--- src/rtl/eeg_aram_pkg.sv ---
// ----------------------------------------------------------------------------
// eeg_aram_pkg
//   Shared constants and types for the activation-RAM bank controller.
//   ARAM_ADD_AW : default bank word-address width
//   ARAM_DAT_DW : default data word width (also fixes the response word type)
//   RSP_DEPTH   : default response-buffer depth (3 sustains one read per cycle)
//   aram_rsp_t  : one response-buffer entry, data word plus its burst-last flag
// ----------------------------------------------------------------------------
package eeg_aram_pkg;

    localparam int ARAM_ADD_AW = 12;
    localparam int ARAM_DAT_DW = 4;
    localparam int RSP_DEPTH   = 3;

    typedef struct packed {
        logic                   lst;
        logic [ARAM_DAT_DW-1:0] dat;
    } aram_rsp_t;

endpackage

--- src/rtl/eeg_aram_rsp_buf.sv ---
// ----------------------------------------------------------------------------
// eeg_aram_rsp_buf
//   DEPTH-entry FIFO of aram_rsp_t with a registered head. Push and pop may
//   occur in the same cycle, including when full (the pop frees the slot the
//   push fills) and when empty (the pushed entry is visible next cycle).
//   Pointers wrap explicitly, so non-power-of-two depths are legal.
// Ports
//   clk, rst : clock, synchronous active-high reset
//   i_push   : write i_din into the tail
//   i_din    : entry to write
//   i_pop    : drop the head entry (ignored when empty)
//   o_head   : head entry, forced to zero when empty
//   o_empty  : no entries held
//   o_full   : DEPTH entries held
// ----------------------------------------------------------------------------
module eeg_aram_rsp_buf
    import eeg_aram_pkg::aram_rsp_t;
#(
    parameter int DEPTH = 3
) (
    input  logic      clk,
    input  logic      rst,
    input  logic      i_push,
    input  aram_rsp_t i_din,
    input  logic      i_pop,
    output aram_rsp_t o_head,
    output logic      o_empty,
    output logic      o_full
);

    localparam int PW = $clog2(DEPTH);
    localparam int CW = $clog2(DEPTH + 1);

    aram_rsp_t     r_mem [DEPTH];
    logic [PW-1:0] r_wr_ptr;
    logic [PW-1:0] r_rd_ptr;
    logic [CW-1:0] r_cnt;
    logic          w_push;
    logic          w_pop;

    function automatic logic [PW-1:0] f_next(input logic [PW-1:0] ptr);
        return (ptr == PW'(DEPTH - 1)) ? '0 : ptr + 1'b1;
    endfunction

    assign o_empty = (r_cnt == '0);
    assign o_full  = (r_cnt == CW'(DEPTH));
    assign w_pop   = i_pop & ~o_empty;
    assign w_push  = i_push & (~o_full | w_pop);

    // Stale storage is never observable: the head is masked while empty.
    assign o_head  = o_empty ? '0 : r_mem[r_rd_ptr];

    // NOTE: storage has no reset; validity lives in r_cnt, so clearing the
    // array would only add reset fan-out without changing behaviour.
    always_ff @(posedge clk) begin
        if (w_push) begin
            r_mem[r_wr_ptr] <= i_din;
        end
    end

    always_ff @(posedge clk) begin
        if (rst) begin
            r_wr_ptr <= '0;
            r_rd_ptr <= '0;
            r_cnt    <= '0;
        end else begin
            if (w_push) begin
                r_wr_ptr <= f_next(r_wr_ptr);
            end
            if (w_pop) begin
                r_rd_ptr <= f_next(r_rd_ptr);
            end
            if (w_push & ~w_pop) begin
                r_cnt <= r_cnt + 1'b1;
            end else if (w_pop & ~w_push) begin
                r_cnt <= r_cnt - 1'b1;
            end
        end
    end

endmodule

--- src/rtl/eeg_aram_bank_rd.sv ---
// ----------------------------------------------------------------------------
// eeg_aram_bank_rd
//   Per-bank activation-RAM port controller. Accepts the granted AARB read
//   address stream, drives one single-port SRAM macro, and returns {lst,dat}
//   in request order. The activation-loader write port shares the macro and
//   always wins. A credit counter (in-flight + buffered reads) keeps every
//   issued read backed by a response-buffer slot, so nothing is dropped.
// Ports
//   clk, rst                 : clock, synchronous active-high reset
//   AARB_ADD_VLD/LST/RDY/ADD : read request stream (LST marks burst end)
//   AARB_DAT_VLD/LST/RDY/DAT : response stream, LST travels with its word
//   AWR_VLD/RDY/ADD/DAT      : bank write port, ready whenever out of reset
//   SRAM_CS/WE/ADD/DIN       : macro control, driven in the handshake cycle
//   SRAM_DOUT                : macro read data, valid the cycle after select
// ----------------------------------------------------------------------------
module eeg_aram_bank_rd
    import eeg_aram_pkg::aram_rsp_t;
#(
    parameter int ARAM_ADD_AW = eeg_aram_pkg::ARAM_ADD_AW,
    // Must match the width baked into aram_rsp_t.
    parameter int ARAM_DAT_DW = eeg_aram_pkg::ARAM_DAT_DW,
    parameter int RSP_DEPTH   = eeg_aram_pkg::RSP_DEPTH
) (
    input  logic                   clk,
    input  logic                   rst,
    input  logic                   AARB_ADD_VLD,
    input  logic                   AARB_ADD_LST,
    output logic                   AARB_ADD_RDY,
    input  logic [ARAM_ADD_AW-1:0] AARB_ADD_ADD,
    output logic                   AARB_DAT_VLD,
    output logic                   AARB_DAT_LST,
    input  logic                   AARB_DAT_RDY,
    output logic [ARAM_DAT_DW-1:0] AARB_DAT_DAT,
    input  logic                   AWR_VLD,
    output logic                   AWR_RDY,
    input  logic [ARAM_ADD_AW-1:0] AWR_ADD,
    input  logic [ARAM_DAT_DW-1:0] AWR_DAT,
    output logic                   SRAM_CS,
    output logic                   SRAM_WE,
    output logic [ARAM_ADD_AW-1:0] SRAM_ADD,
    output logic [ARAM_DAT_DW-1:0] SRAM_DIN,
    input  logic [ARAM_DAT_DW-1:0] SRAM_DOUT
);

    localparam int CW = $clog2(RSP_DEPTH + 1);

    logic          w_add_ena;
    logic          w_dat_ena;
    logic          w_wr_ena;
    logic [CW-1:0] r_cnt;
    logic          r_inf_vld;
    logic          r_inf_lst;
    aram_rsp_t     w_push_rsp;
    aram_rsp_t     w_head;
    logic          w_empty;
    logic          w_full;

    // Read acceptance depends only on registered credit and the write
    // request, never on AARB_DAT_RDY, so no ready-to-ready path exists.
    assign AWR_RDY      = ~rst;
    assign AARB_ADD_RDY = ~rst & ~AWR_VLD & (r_cnt < CW'(RSP_DEPTH));

    assign w_wr_ena  = AWR_VLD & AWR_RDY;
    assign w_add_ena = AARB_ADD_VLD & AARB_ADD_RDY;
    assign w_dat_ena = AARB_DAT_VLD & AARB_DAT_RDY;

    assign SRAM_CS  = w_add_ena | w_wr_ena;
    assign SRAM_WE  = w_wr_ena;
    assign SRAM_ADD = w_wr_ena ? AWR_ADD : AARB_ADD_ADD;
    assign SRAM_DIN = AWR_DAT;

    // NOTE: every clocked process uses non-blocking assignments so all
    // registers update together from the pre-edge values.
    always_ff @(posedge clk) begin
        if (rst) begin
            r_cnt <= '0;
        end else if (w_add_ena & ~w_dat_ena) begin
            r_cnt <= r_cnt + 1'b1;
        end else if (w_dat_ena & ~w_add_ena) begin
            r_cnt <= r_cnt - 1'b1;
        end
    end

    // The read issued this cycle returns on SRAM_DOUT next cycle; its LST
    // waits here so both enter the buffer together.
    always_ff @(posedge clk) begin
        if (rst) begin
            r_inf_vld <= 1'b0;
            r_inf_lst <= 1'b0;
        end else begin
            r_inf_vld <= w_add_ena;
            if (w_add_ena) begin
                r_inf_lst <= AARB_ADD_LST;
            end
        end
    end

    assign w_push_rsp = '{lst: r_inf_lst, dat: SRAM_DOUT};

    eeg_aram_rsp_buf #(
        .DEPTH (RSP_DEPTH)
    ) u_rsp_buf (
        .clk     (clk),
        .rst     (rst),
        .i_push  (r_inf_vld),
        .i_din   (w_push_rsp),
        .i_pop   (w_dat_ena),
        .o_head  (w_head),
        .o_empty (w_empty),
        .o_full  (w_full)
    );

    assign AARB_DAT_VLD = ~w_empty;
    assign AARB_DAT_LST = w_head.lst;
    assign AARB_DAT_DAT = w_head.dat;

    a_credit_bound : assert property (@(posedge clk) disable iff (rst)
        r_cnt <= CW'(RSP_DEPTH));

    a_no_overflow : assert property (@(posedge clk) disable iff (rst)
        !(r_inf_vld && w_full && !w_dat_ena));

endmodule

--- config.mk ---
export PLATFORM = sky130hd
export DESIGN_NAME = eeg_aram_bank_rd
export DESIGN_NICKNAME = d
export VERILOG_FILES = /design/src/rtl/eeg_aram_pkg.sv /design/src/rtl/eeg_aram_rsp_buf.sv /design/src/rtl/eeg_aram_bank_rd.sv
export SDC_FILE = /design/constraint.sdc
export NUM_CORES = 1
export LEC_CHECK = 0
export ABC_AREA = 1
export BUFFER_PORTS_ARGS = -buffer_cell sky130_fd_sc_hd__buf_2
export CORE_MARGIN = 5
export CORE_UTILIZATION = 47
export DETAILED_ROUTE_END_ITERATION = 6
export GPL_TIMING_DRIVEN = 0
export PLACE_DENSITY = 0.79
export SLEW_MARGIN = 20
export SYNTH_ARGS = -nofsm -noshare
export SYNTH_HDL_FRONTEND = slang
export SYNTH_HIERARCHICAL = 1
export SYNTH_SLANG_ARGS = --single-unit
--- constraint.sdc ---
create_clock -name clk -period 2.1 [get_ports clk]
set_input_delay 0.21 -clock clk [delete_from_list [all_inputs] [get_ports clk]]
set_output_delay 0.21 -clock clk [all_outputs]
set_load 0.05 [all_outputs]
After elaboration in Yosys (flattened, before gate mapping)

Memory sizes are Yosys's and may differ from the RTL's. A register that Yosys moved wholly into a read port is not among the register bits.
Index checks and enable logic that the tools add are counted.

Divide/modulo/power cells: 0
Add/sub/neg operators: 6
Equality and inequality tests: 3
Bitwise operators: 21
Reduce and logical (&&, ||, !) cells: 3
Shift operators: 0
Mux-type cells: 12
Multipliers: 0
Order comparisons: 1

Operators by type and width:

| cell                | number |
|---|---|
| $mux 2              | 8 |
| $mux 12             | 1 |
| $and 1x1->1         | 11 |
| $add 2x1->2 const B | 4 |
| $not 1->1           | 8 |
| $eq 2x2->1 const B  | 3 |
| $mux 5              | 1 |
| $reduce_bool 2->1   | 2 |
| $sub 2x1->2 const B | 2 |
| $logic_not 2->1     | 1 |
| $lt 2x2->1 const B  | 1 |
| $mux 1              | 2 |
| $or 1x1->1          | 2 |

Bits in writable memories: 15
Bits in latches: 0
Memories: 1
Bits in read-only memories: 0
Output and inout port bits: 26
Flip-flop bits (word level): 10

Memory list:

| memory          | words | width | read ports | clocked after memory_dff | wr ports | RTL line               | text |
|---|---|---|---|---|---|---|---|
| u_rsp_buf.r_mem | 3     | 5     | 1          | 1                        | 1        | eeg_aram_rsp_buf.sv:34 | `aram_rsp_t r_mem [DEPTH];` |

Depth between registers and ports, before layout

Gate-level depths: netlist of run 1.

Depth in word-level cells: 10
Mapped depth: 15
Mapped depth without buffers: 15

Hierarchy

Netlist of run 1, hierarchy kept.

By module, submodules not included:

| module           | cells an instance | instances | area each (µm²) |
|---|---|---|---|
| eeg_aram_rsp_buf | 107               | 1         | 991.0 |
| eeg_aram_bank_rd | 80                | 1         | 456.7 |

Least setup slack after synthesis of run 1

No wires, ideal clock.

Kind: flip-flop to flip-flop
Start: reg u_rsp_buf.r_cnt[0]
End: reg u_rsp_buf.r_cnt[1]
Setup slack: 0.121 ns
Arrival: 1.916 ns
Data required time: 2.036 ns
Cell stages (with the launch flop): 15
Library setup time: 0.064 ns
Period minus slack after synthesis: 1.979 ns
Cells stage by stage: dfxtp_1 > nor2_4 > inv_1 > nand2_1 > inv_1 > inv_1 > nand3_2 > nand2_2 > inv_1 > ha_1 > inv_1 > nand3_1 > nand2_1 > inv_1 > nor2_1

Cells in the longest elaborated chain, start to end: 9
Elaborated cells between the ends (all ways): 17
Classes of those cells: 2 x add/sub; 1 x eq/ne; 2 x mux; 10 x bitwise; 2 x reduce/logical

RTL lines:

| item                               | RTL line                | text |
|---|---|---|
| start, declared                    | eeg_aram_rsp_buf.sv:37  | `logic [CW-1:0] r_cnt;` |
| start signal, assigned             | eeg_aram_rsp_buf.sv:74  | `r_cnt <= r_cnt + 1'b1;` |
| start signal, assigned             | eeg_aram_rsp_buf.sv:76  | `r_cnt <= r_cnt - 1'b1;` |
| $logic_not 2->1 *                  | eeg_aram_rsp_buf.sv:45  | `assign o_empty = (r_cnt == '0);` |
| via w_empty                        | eeg_aram_bank_rd.sv:55  | `logic w_empty;` |
| $not 1->1 *                        | eeg_aram_bank_rd.sv:113 | `assign AARB_DAT_VLD = ~w_empty;` |
| via AARB_DAT_VLD                   | eeg_aram_bank_rd.sv:30  | `output logic AARB_DAT_VLD,` |
| $and 1x1->1 *                      | eeg_aram_bank_rd.sv:65  | `assign w_dat_ena = AARB_DAT_VLD & AARB_DAT_RDY;` |
| via w_dat_ena                      | eeg_aram_bank_rd.sv:48  | `logic w_dat_ena;` |
| $and 1x1->1 *                      | eeg_aram_rsp_buf.sv:47  | `assign w_pop = i_pop & ~o_empty;` |
| $or 1x1->1 *                       | eeg_aram_rsp_buf.sv:48  | `assign w_push = i_push & (~o_full \| w_pop);` |
| $and 1x1->1 *                      | eeg_aram_rsp_buf.sv:48  |  |
| via u_rsp_buf.w_push               | eeg_aram_rsp_buf.sv:38  | `logic w_push;` |
| $not 1->1                          | eeg_aram_rsp_buf.sv:75  | `end else if (w_pop & ~w_push) begin` |
| $and 1x1->1                        | eeg_aram_rsp_buf.sv:75  |  |
| $reduce_bool 2->1 (no source line) | --                      |  |

The timed path passes the listed nets; every way through them passes the cells marked *. The select of a mux whose other input is x is not followed.
A chain may end at the register's enable or synchronous reset.

Worst setup path in the final report of run 1

Start: reg u_rsp_buf.r_cnt[0]
End: out AARB_DAT_LST

Cells in the longest elaborated chain, start to end: 2

RTL lines:

| item            | RTL line               | text |
|---|---|---|
| $logic_not 2->1 | eeg_aram_rsp_buf.sv:45 |  |
| via w_empty     | eeg_aram_bank_rd.sv:55 |  |
| $mux 5          | eeg_aram_rsp_buf.sv:51 | `assign o_head = o_empty ? '0 : r_mem[r_rd_ptr];` |
| end, declared   | eeg_aram_bank_rd.sv:31 | `output logic AARB_DAT_LST,` |

The timed path passes the listed nets, and every way through them passes these cells.

==> impl_metrics.yaml, run 1 <==
outcome:
  status: "finished clean"
die:
  die_area_mm2: 0.00427
  fp.dieH_um: 65.4
  ios: 64
  die_w_um: 65.4
  row_count: 20
  start_util_pct: 48.0
  core_area_mm2: 0.00300
global_route:
  grt_pass1_vias: 1272
  grt_util_all_layers_pct: 13.8
  grt_pass1_wl_um: 4640
  antenna_found_initial: 0
  grt_start_max_net_pins: 17
  grt_overflow: 0
cts:
  clkTransAtPathRegs_ps: 140
  numCtsBuffers: 3
  h-tree-depth: 1
  clock-sinks: 27
  cts_root_buf: "clkbuf_4"
  cts_resized: 0
  clk_path_buf_depth: 2
  cts_tree: "done"
  worstSkewPairLatency_ps: 330
place:
  hpwl_um: 2210
  io_buffers: 59
  placed_area_mm2: 0.00178
  place_ws_ps: 196
  gp_congestion: 0.802
critical_path:
  critical_path.startpoint: "u_rsp_buf/r_cnt[0]"
  cp-start-kind: "flip-flop"
  worstPathArrival_ps: 1540
  cpMaxStageDelayCell: "dfxtp_1"
  rrSetupSlack_ps: 350
  reg2reg_depth: 14
  reg2reg_from: "u_rsp_buf/r_cnt[1]"
  crit_type: "reg2out"
  end_kind: "output port"
  crit_required_ps: 1890
  crit_path_max_fanout: 6
  slowest_delay_ps: 490
  cp_cell_sequence: "nor2_4, buf_4, a21oi_1, o21ai_0, inv_1, buf_2"
  reg2reg_to: "u_rsp_buf/r_cnt[1]"
sta:
  tightestPinTransition_ps: 441
  hold_ws_ps: 70.0
  fin_crit_ps: 1750
  maxSlewHeadroom_pct: 70.5
  setup_viol: 0
  rsz0062_at_grt: "false"
  hold_violations: 0
  final.setup.tns_ps: 0
  fmax_mhz: 571
  fin_ws_ps: 347
  fin_crit_sh_pct: 83.5
  clock-skew-final_ps: 5.22
  finalMaxSlewViolations: 0
pwr:
  intPower_uw: 753
  swShare_pct: 35.0
  pwr-share-comb_pct: 30.0
  p_switching_uw: 406
  power.density_mw_per_mm2: 636
  p_leak_nw: 1.01
  clkPwrFrac_pct: 19.3
  max-vdd-ir-drop_mv: 0.225
  power.share.sequential_pct: 50.8
route:
  routedWlPerCell_um: 9.73
  via_per_inst: 4.57
  dr_total_vias: 1293
  drt-total-wl_um: 2750
  drc: 0
  first_iter_violations: 24
  first_pass_iters: 4
  postRouteAntennaNets: 0
finish:
  nets: 291
  antenna_cells: 0
  fillers: 281
  drive_above_1_share_pct: 35.6
  syn2layout_area_growth_pct: 26.5
  fin_util_pct: 60.7
  stdcell_area_mm2: 0.00182
min_path:
  hold_depth: 1
  min_to: "u_rsp_buf/r_mem[1][2]"
  hp-start: "SRAM_DOUT[2]"
  worstHoldPathType: "in2reg"
logic_synthesis:
  syn_nets: 225
  postSynthAreaPerCell_um2: 7.78
  yosys_warnings: 6
  netlist_area_mm2: 0.00144
  postSynthCellCount: 185
job:
  drv_cap: 0
## metal layers
| metal | track usage, % | part of all wire [%] | up-vias |
|---|---|---|---|
| li1 | - | - | 692 |
| met1 | 14.3 | 41 | 538 |
| met2 | 26.0 | 49 | 59 |
| met3 | 2.05 | 8.9 | 4 |
| met4 | 7.77 | 1.7 | 0 |
| met5 | 0 | 0 | - |
## cell usage in the layout, fill, tap and decap left out, drive strengths merged, types with 5 or more instances in the layout
master / n
nand3: 6
nand2: 60
nor2: 16
clkbuf: 5
dfxtp: 12
edfxtp: 15
o21ai: 14
buf: 67
inv: 41
a21oi: 9
## repair_timing
| item | 4_1_cts | 5_1_grt |
|---|---|---|
| setup buffers | 0 | 2 |
| setup endpoints to repair | 0 | 1 |
| hold buffers | 0 | 0 |
## registers in the layout, summed over array words and instances, names as in the netlist, named ones only
| register | count |
|---|---|
| r_inf_lst | 1 |
| u_rsp_buf/r_wr_ptr | 2 |
| r_inf_vld | 1 |
| u_rsp_buf/r_rd_ptr | 2 |
| u_rsp_buf/r_cnt | 2 |
| u_rsp_buf/r_mem | 15 |
| r_cnt | 2 |
## layout make-up
| class | count | area [um2] | area share [%] |
|---|---|---|---|
| sequential | 27 | 691 | 37.9 |
| multi-input combinational | 109 | 528 | 29.0 |
| timing repair buffer | 61 | 310 | 17.0 |
| inverter | 41 | 156 | 8.59 |
| buffer | 8 | 65.1 | 3.57 |
| tap | 33 | 41.3 | 2.27 |
| clock buffer | 3 | 22.5 | 1.24 |
| clock inverter | 1 | 7.51 | 0.412 |
## power by group through the flow
| stage | sequential [mW] | combinational (mW) | clock [mW] |
|---|---|---|---|
| after floorplan | 0.598 | 0.252 | 0 |
| after global placement | 0.600 | 0.338 | 0 |
| after detailed placement | 0.601 | 0.342 | 0 |
| after CTS | 0.589 | 0.343 | 0.232 |
| after global routing | 0.592 | 0.378 | 0.253 |
| final | 0.589 | 0.347 | 0.223 |
## stage by stage
| step | power [mW] | instances |
|---|---|---|
| final | 1.16 | 283 |
| after global routing | 1.22 | 283 |
| after CTS | 1.16 | 281 |
| after detailed placement | 0.943 | 277 |
| after global placement | 0.938 | 277 |
| after floorplan | 0.850 | 185 |
## critical path, delay by kind of cell (launching register included)
kind	cells	cell delay, ps
compound gates	2	200
buf+inv	3	470
flops	1	490
simple gates	1	60
## how the worst max path moves through the flow
stage	end	slack, ps	cells past startpoint
floorplan	u_rsp_buf/r_cnt[1]	130	14
global placement	u_rsp_buf/r_cnt[1]	220	14
detailed placement	u_rsp_buf/r_cnt[1]	200	14
CTS	u_rsp_buf/r_cnt[1]	150	14
global route	AARB_DAT_DAT[1]	140	6
finish	AARB_DAT_LST	350	6
(Power assumes the default switching activity.)
==> inputs of run 2 (changes only) <==
==> constraint.sdc (replaced) <==
create_clock -name clk -period 1.7 [get_ports clk]
set_input_delay 0.17 -clock clk [delete_from_list [all_inputs] [get_ports clk]]
set_output_delay 0.17 -clock clk [all_outputs]
set_load 0.05 [all_outputs]
==> run 2 against run 1 <==
  * Largest power group unchanged
  * Setup slack lost 310 ps
  * Clock skew shrank 1.3 ps
  * Via count grew 1.5%
  * Register-to-register slack lost 270 ps
  * Cell count is the same
  * Utilization grew 1.4 points
  * Global-route usage shrank 0.34 points
  * Clock power grew 19%
  * Non-clock buffer count is the same
  * First-iteration DRC count shrank 4.2%
  * Die area is the same
  * Critical path depth is the same
==> impl_metrics.yaml, run 2 (synthesized netlist as in run 1, its figures left out) <==
critical_path:
  worstPathArrival_ps: 1490
  reg2reg_from: "u_rsp_buf/r_cnt[1]"
  crit_required_ps: 1530
  end_kind: "output port"
  critical_path.startpoint: "u_rsp_buf/r_cnt[1]"
  cp-start-kind: "flip-flop"
  cp_cell_sequence: "nor2_4, buf_4, a21oi_1, o21ai_0, inv_1, buf_2"
  crit_path_max_fanout: 6
  slowest_delay_ps: 410
  cpMaxStageDelayCell: "dfxtp_4"
  crit_type: "reg2out"
job:
  drv_cap: 0
place:
  io_buffers: 59
  placed_area_mm2: 0.00179
  place_ws_ps: -183
  hpwl_um: 2280
  dp_cells: 277
  gp_congestion: 0.783
route:
  postRouteAntennaNets: 0
  via_per_inst: 4.64
  drc: 0
  drt-total-wl_um: 2900
  routedWlPerCell_um: 10.3
  first_iter_violations: 23
  first_pass_iters: 4
  dr_total_vias: 1312
global_route:
  grt_overflow: 0
  grt_pass1_vias: 1207
  grt_pass1_wl_um: 4540
  grt_start_max_net_pins: 16
  antenna_found_initial: 0
  grt_util_all_layers_pct: 13.4
sta:
  final.setup.tns_ps: 0
  clock-skew-final_ps: 3.92
  fmax_mhz: 603
  fin_ws_ps: 40.4
  hold_violations: 0
  hold_ws_ps: 41.6
  fin_crit_sh_pct: 97.6
  maxSlewHeadroom_pct: 79.8
  fin_crit_ps: 1660
  tightestPinTransition_ps: 302
  setup_viol: 0
  finalMaxSlewViolations: 0
pwr:
  power.density_mw_per_mm2: 770
  finalPower_mw: 1.43
  p_leak_nw: 1.01
  max-vdd-ir-drop_mv: 0.288
finish:
  antenna_cells: 0
  final_common_cell: "buf_2"
  drive_above_1_share_pct: 39.6
  fin_util_pct: 62.0
  nets: 291
  mostFrequentLayoutCells: "buf_2, nand2_1, inv_1, edfxtp_1, o21ai_0"
  largest_register: "u_rsp_buf/r_mem"
  syn2layout_area_growth_pct: 29.4
  stdcell_area_mm2: 0.00186
  final_cell_count_no_fill: 283
  largest_reg_flops: 15
cts:
  cts_tree: "done"
  numCtsBuffers: 3
  worstSkewPairLatency_ps: 320
  clkTransAtPathRegs_ps: 140
  cts_root_buf: "clkbuf_4"
  clk_path_buf_depth: 2
  h-tree-depth: 1
  hold_buffers: 0
  clock-sinks: 27
min_path:
  hp-start: "SRAM_DOUT[2]"
  worstHoldPathType: "in2reg"
die:
  fp.dieH_um: 65.4
  core_area_mm2: 0.00300
  ios: 64
  die_w_um: 65.4
  row_count: 20
  die_area_mm2: 0.00427
  start_util_pct: 48.0
outcome:
  status: "finished clean"
[run 2: layout make-up]
cell class	instances	area, um2
fillers	290	1140
flip-flops and latches	27	698
multi-input cells	109	546
repair buffers	63	330
inverters	41	163
plain buffers	6	57.6
well taps	33	41.3
clock buffers	3	22.5
clock inverters	1	5.00
[run 2: report_power, final]
group	internal [mW]	switching (mW)	leakage, nW	total (mW)
combinational	0.136	0.304	0.761	0.439
sequential	0.710	0.0192	0.236	0.729
clock	0.0867	0.179	0.0139	0.266
total	0.933	0.502	1.01	1.43
[run 2: worst paths after layout]
check / to / slack [ps] / cells after the start
setup / recovery: AARB_DAT_LST / 40 / 6
hold / removal: u_rsp_buf/r_mem[0][2] / 40 / 1
setup reg to reg: u_rsp_buf/r_cnt[1] / 80 / 14
hold reg to reg: u_rsp_buf/r_wr_ptr[0] / 490 / 2
[run 2: worst max-delay path, delay by kind of cell (launching register included)]
family | cells | cell delay (ps)
buf+inv | 3 | 470
flops | 1 | 410
compound gates | 2 | 240
simple gates | 1 | 50
[run 2: layer usage]
metal	track usage [%]	routed length, um	up-vias
met4	6.22	51	0
li1	-	-	695
met3	2.91	270	6
met1	13.7	1150	554
met5	0	0	-
met2	25.7	1430	57
[run 2: repair_timing]
item                       CTS  global route
pin swaps                    2             3
setup endpoints to repair    4             7
resized for setup            1             8
setup buffers                2             2
